<file path="config.mk">
export PLATFORM = sky130hd
export DESIGN_NAME = seg_scan_drv
export DESIGN_NICKNAME = d
export VERILOG_FILES = /design/src/rtl/seg_scan_drv.sv
export SDC_FILE = /design/constraint.sdc
export NUM_CORES = 1
export LEC_CHECK = 0
export ABC_AREA = 1
export CAP_MARGIN = 20
export CORE_MARGIN = 2
export CORE_UTILIZATION = 47
export DETAILED_ROUTE_END_ITERATION = 8
export PLACE_DENSITY = 0.75
export SLEW_MARGIN = 20
export SYNTH_ARGS = -nofsm -noshare
export SYNTH_HDL_FRONTEND = slang
export SYNTH_SLANG_ARGS = --single-unit
</file>
<file path="constraint.sdc">
create_clock -name clk -period 1.95 [get_ports clk]
set_clock_uncertainty 0.05 [all_clocks]
set_input_delay 0.195 -clock clk [delete_from_list [all_inputs] [get_ports clk]]
set_output_delay 0.195 -clock clk [all_outputs]
set_load 0.05 [all_outputs]
</file>
<file path="src/rtl/seg_scan_drv.sv">
// Four-digit multiplexed 7-segment driver, scanned by rising edges of clk_1K.
// Digit data is frame-latched on the 3->0 wrap; a guard interval blanks anodes after each digit change.
module seg_scan_drv #(
  parameter int unsigned GUARD = 8
) (
  input  logic        clk,
  input  logic        reset,
  input  logic        clk_1K,
  input  logic [15:0] data,
  input  logic [3:0]  dp_en,
  input  logic [3:0]  blank,
  output logic [3:0]  an,
  output logic [6:0]  seg,
  output logic        dp,
  output logic        frame_start
);

  localparam int unsigned NDIG = 4;
  localparam int unsigned IDXW = 2;
  localparam int unsigned SEGW = 7;
  localparam int unsigned DATW = 4 * NDIG;
  localparam int unsigned GW   = (GUARD < 2) ? 1 : $clog2(GUARD + 1);

  logic            clk_1k_d_q, clk_1k_d_d;
  logic [IDXW-1:0] idx_q, idx_d;
  logic [GW-1:0]   guard_q, guard_d;
  logic [DATW-1:0] data_lat_q, data_lat_d;
  logic [NDIG-1:0] dp_lat_q, dp_lat_d;
  logic [NDIG-1:0] blank_lat_q, blank_lat_d;
  logic [NDIG-1:0] an_q, an_d;
  logic [SEGW-1:0] seg_q, seg_d;
  logic            dp_q, dp_d;
  logic            frame_start_q, frame_start_d;
  logic            rise_c;

  // Hex digit to active-low gfedcba pattern
  function automatic logic [SEGW-1:0] hex_to_seg(input logic [3:0] h);
    logic [SEGW-1:0] s;
    case (h)
      4'h0: s = 7'b1000000;
      4'h1: s = 7'b1111001;
      4'h2: s = 7'b0100100;
      4'h3: s = 7'b0110000;
      4'h4: s = 7'b0011001;
      4'h5: s = 7'b0010010;
      4'h6: s = 7'b0000010;
      4'h7: s = 7'b1111000;
      4'h8: s = 7'b0000000;
      4'h9: s = 7'b0010000;
      4'hA: s = 7'b0001000;
      4'hB: s = 7'b0000011;
      4'hC: s = 7'b1000110;
      4'hD: s = 7'b0100001;
      4'hE: s = 7'b0000110;
      default: s = 7'b0001110;
    endcase
    return s;
  endfunction

  assign rise_c = clk_1K & ~clk_1k_d_q;

  // Next-state: scan advance, frame latch, guard countdown, registered decode
  always_comb begin
    clk_1k_d_d    = clk_1K;
    idx_d         = idx_q;
    guard_d       = guard_q;
    data_lat_d    = data_lat_q;
    dp_lat_d      = dp_lat_q;
    blank_lat_d   = blank_lat_q;
    seg_d         = seg_q;
    dp_d          = dp_q;
    frame_start_d = 1'b0;

    if (rise_c) begin
      idx_d   = idx_q + IDXW'(1);
      guard_d = GW'(GUARD);
      if (idx_q == IDXW'(NDIG - 1)) begin
        data_lat_d    = data;
        dp_lat_d      = dp_en;
        blank_lat_d   = blank;
        frame_start_d = 1'b1;
      end
      seg_d = hex_to_seg(data_lat_d[{idx_d, 2'b00} +: 4]);
      dp_d  = ~dp_lat_d[idx_d];
    end else if (guard_q != '0) begin
      guard_d = guard_q - GW'(1);
    end

    // Anode follows the post-edge guard count so GUARD=0 lights on the tick itself
    if ((guard_d != '0) || blank_lat_d[idx_d]) begin
      an_d = 4'b1111;
    end else begin
      an_d = ~(4'b0001 << idx_d);
    end
  end

  always_ff @(posedge clk) begin
    if (reset) begin
      clk_1k_d_q    <= 1'b0;
      idx_q         <= IDXW'(NDIG - 1);
      guard_q       <= '0;
      data_lat_q    <= '0;
      dp_lat_q      <= '0;
      blank_lat_q   <= '1;
      an_q          <= '1;
      seg_q         <= '1;
      dp_q          <= 1'b1;
      frame_start_q <= 1'b0;
    end else begin
      clk_1k_d_q    <= clk_1k_d_d;
      idx_q         <= idx_d;
      guard_q       <= guard_d;
      data_lat_q    <= data_lat_d;
      dp_lat_q      <= dp_lat_d;
      blank_lat_q   <= blank_lat_d;
      an_q          <= an_d;
      seg_q         <= seg_d;
      dp_q          <= dp_d;
      frame_start_q <= frame_start_d;
    end
  end

  assign an          = an_q;
  assign seg         = seg_q;
  assign dp          = dp_q;
  assign frame_start = frame_start_q;

endmodule

</file>
==> out/qor.yml <==
yosys.area.top_type: "dfxtp_1"
cp_data_required_time_ps: 2100
worst-endpoint-arrival_ps: 2000
antenna_found_initial: 0
ys_ff_latch: 44
wl_per_cell_um: 11.8
crit_path_end_kind: "register"
grt_pass1_vias: 2085
clk_path_buf_depth: 2
via_per_inst: 4.97
r2r_cells: 14
synth_nets: 384
numCtsBuffers: 5
yosysUniqueCellTypes: 30
crit_fanout: 11
status: "complete, no violations"
fillers: 435
clk_pin_slew_worst_paths_ps: 80
grtUsageTotal: 0.212
yosys-top-cells-area: "dfxtp_1 38%, nand2_1 20%, nand3_1 11%"
yosys_warnings: 0
start_util: 0.487
max_stage_delay_ps: 370
final_common_cell: "nand2_1"
gp_congestion: 0.818
netlist_instances: 349
reg2reg_slack_ps: 100
num_rows: 25
yosysSeqAreaShare: 0.383
area_growth_pct: 31.6
fin_crit_sh: 0.949
clkSinkCount: 44
crit_top_cell: "nand2_1"
critPathKind: "reg -> reg"
via_count: 2323
numPortBuffers: 39
final_hold_viol_count: 0
drv_slew: 0
routed_wl_mm: 5.53
slowest_stage: "dfxtp_4"
worst_pin_slew_ps: 498
drv_cap: 0
syn_area_um2: 2300
dr.pass1.iters: 4
hp-class: "reg -> reg"
ant_nets: 0
layout_common_cells: "122 x nand2_1, 46 x nand3_1, 42 x dfxtp_1, 39 x clkdlybuf4s50_1, 21 x nor2_1"
hpwl_mm: 3.98
cellLeakagePower_uw: 0.00139
cp-start-kind: "register"
fin_tns_setup_ps: 0
overflow: 0
die_h_um: 74.0
boundaryPins: 40
core_um2: 4720
drt_iter0_drc: 82
r2r_end: "seg[0]"
final_nets: 434
slew_headroom: 0.667
hp-start: "blank_lat_q[1]"
syn_area_per_cell_um2: 6.60
die-area_um2: 5470
fmax_mhz: 540
htree_levels: 2
r2r-start: "idx_q[0]"
grt_start_max_net_pins: 19
cp_cell_sequence: "buf_8, clkinvlp_4, buf_4, nand3_1, nand3_1, nand2_2, inv_2, ha_1, inv_1, nand2_1, nand3_1, nand2_1, nand2_1, nand2_1"
cts_root_buf: "clkbuf_8"
die_w_um: 74.0
powerDensity_nw_per_um2: 884
tritoncts: "built"
synth_top_area_frac: 0.383
cp-endpoint: "seg[0]"
post-route-util: 0.641
drc: 0
grt_pass1_wl_mm: 9.07
ir_worst_vdd_uv: 395
clock_latency_ps: 300
setup_viol: 0
crit_start: "idx_q[0]"
diodes: 0
fin_crit_ps: 1850
drive_gt1_frac: 0.148
-- flip-flops by register name (all words and copies together) (netlist names) --
name / count
dp: 1
an: 4
dp_lat_q: 4
idx_q: 2
clk_1k_d_q: 1
seg: 7
guard_q: 4
frame_start: 1
blank_lat_q: 4
data_lat_q: 16
-- Yosys cell counts --
library cell    n
clkbuf_1        7
nor2_1         21
inv_2           8
a21oi_1        18
nand2_4         1
nand3b_1        1
inv_1          20
or2_1           1
a22oi_1         1
or2_2           1
nor2_2          2
ha_1            8
a31oi_1         2
o21ai_0        11
nor2_4          1
dfxtp_1        44
buf_4           2
nand3_1        49
xor2_1          1
o211ai_1        1
nor3_2          1
buf_6           2
clkinv_1        2
nand2_2         4
o31ai_1         1
nor3_1          2
a211oi_1        1
buf_2           5
nand2_1       125
o21ai_1         6
-- routing by layer --
metal,track usage,routed length [um],share of wire
met1,0.274,2590,0.47
met2,0.355,2680,0.48
met3,0.0434,219,0.040
met4,0.0707,42,0.0076
met5,0,0,0
-- how the worst min path moves through the flow --
stage | endpoint | slack [ps] | cells after the start
2_1_floorplan | data_lat_q[0] | 250 | 2
3_3_place_gp | blank_lat_q[1] | 380 | 2
3_5_place_dp | blank_lat_q[0] | 400 | 2
4_1_cts | data_lat_q[12] | 400 | 3
5_1_grt | data_lat_q[8] | 420 | 3
6_report | blank_lat_q[1] | 410 | 2
-- metrics by stage --
stage | total power [uW] | hold slack [ps] | worst slack [ps] | area, um^2 | std cells
6_report | 2680 | 410 | 98.9 | 3030 | 467
5_1_grt | 2870 | 419 | -20.2 | 3030 | 467
4_1_cts | 2590 | 402 | 18.9 | 2900 | 463
3_5_place_dp | 2020 | 399 | 29.3 | 2810 | 455
3_3_place_gp | 2010 | 383 | 96.9 | 2810 | 455
2_1_floorplan | 1750 | 248 | 31.6 | 2300 | 349
-- timing repair --
action | CTS | global route
pin swaps | 0 | 8
endpoints found under the hold margin | 0 | 0
resized for setup | 2 | 24
endpoints found under the setup margin | 1 | 11
gates cloned | 0 | 1
buffers inserted | 0 | 3
hold buffers | 0 | 0
-- worst max-delay path, delay by kind of cell, from the launching register on --
family / cells / cell delay [ps]
buf+inv: 5 / 570
simple gates: 8 / 530
fa+ha+maj: 1 / 220
flops: 1 / 370
-- power breakdown --
group	switching (uW)	internal [uW]
clock	316	250
combinational	650	424
sequential	48.0	989
total	1010	1660
-- layout make-up --
type,instances,area [um^2],share of cell area
clock buffer,5,68.8,0.0227
clock inverter,3,18.8,0.00620
inverter,30,124,0.0409
multi-input combinational,259,1290,0.425
sequential,44,886,0.292
tap,67,83.8,0.0277
timing repair buffer,59,559,0.185
-- logic make-up after synthesis --
family / after synthesis / synth area share
buf+inv: 46 / 0.0875
compound gates: 41 / 0.0946
xor+xnor: 1 / 0.00381
simple gates: 209 / 0.388
flops: 44 / 0.383
fa+ha+maj: 8 / 0.0435
No activity file was read; power rests on OpenSTA's default activity.
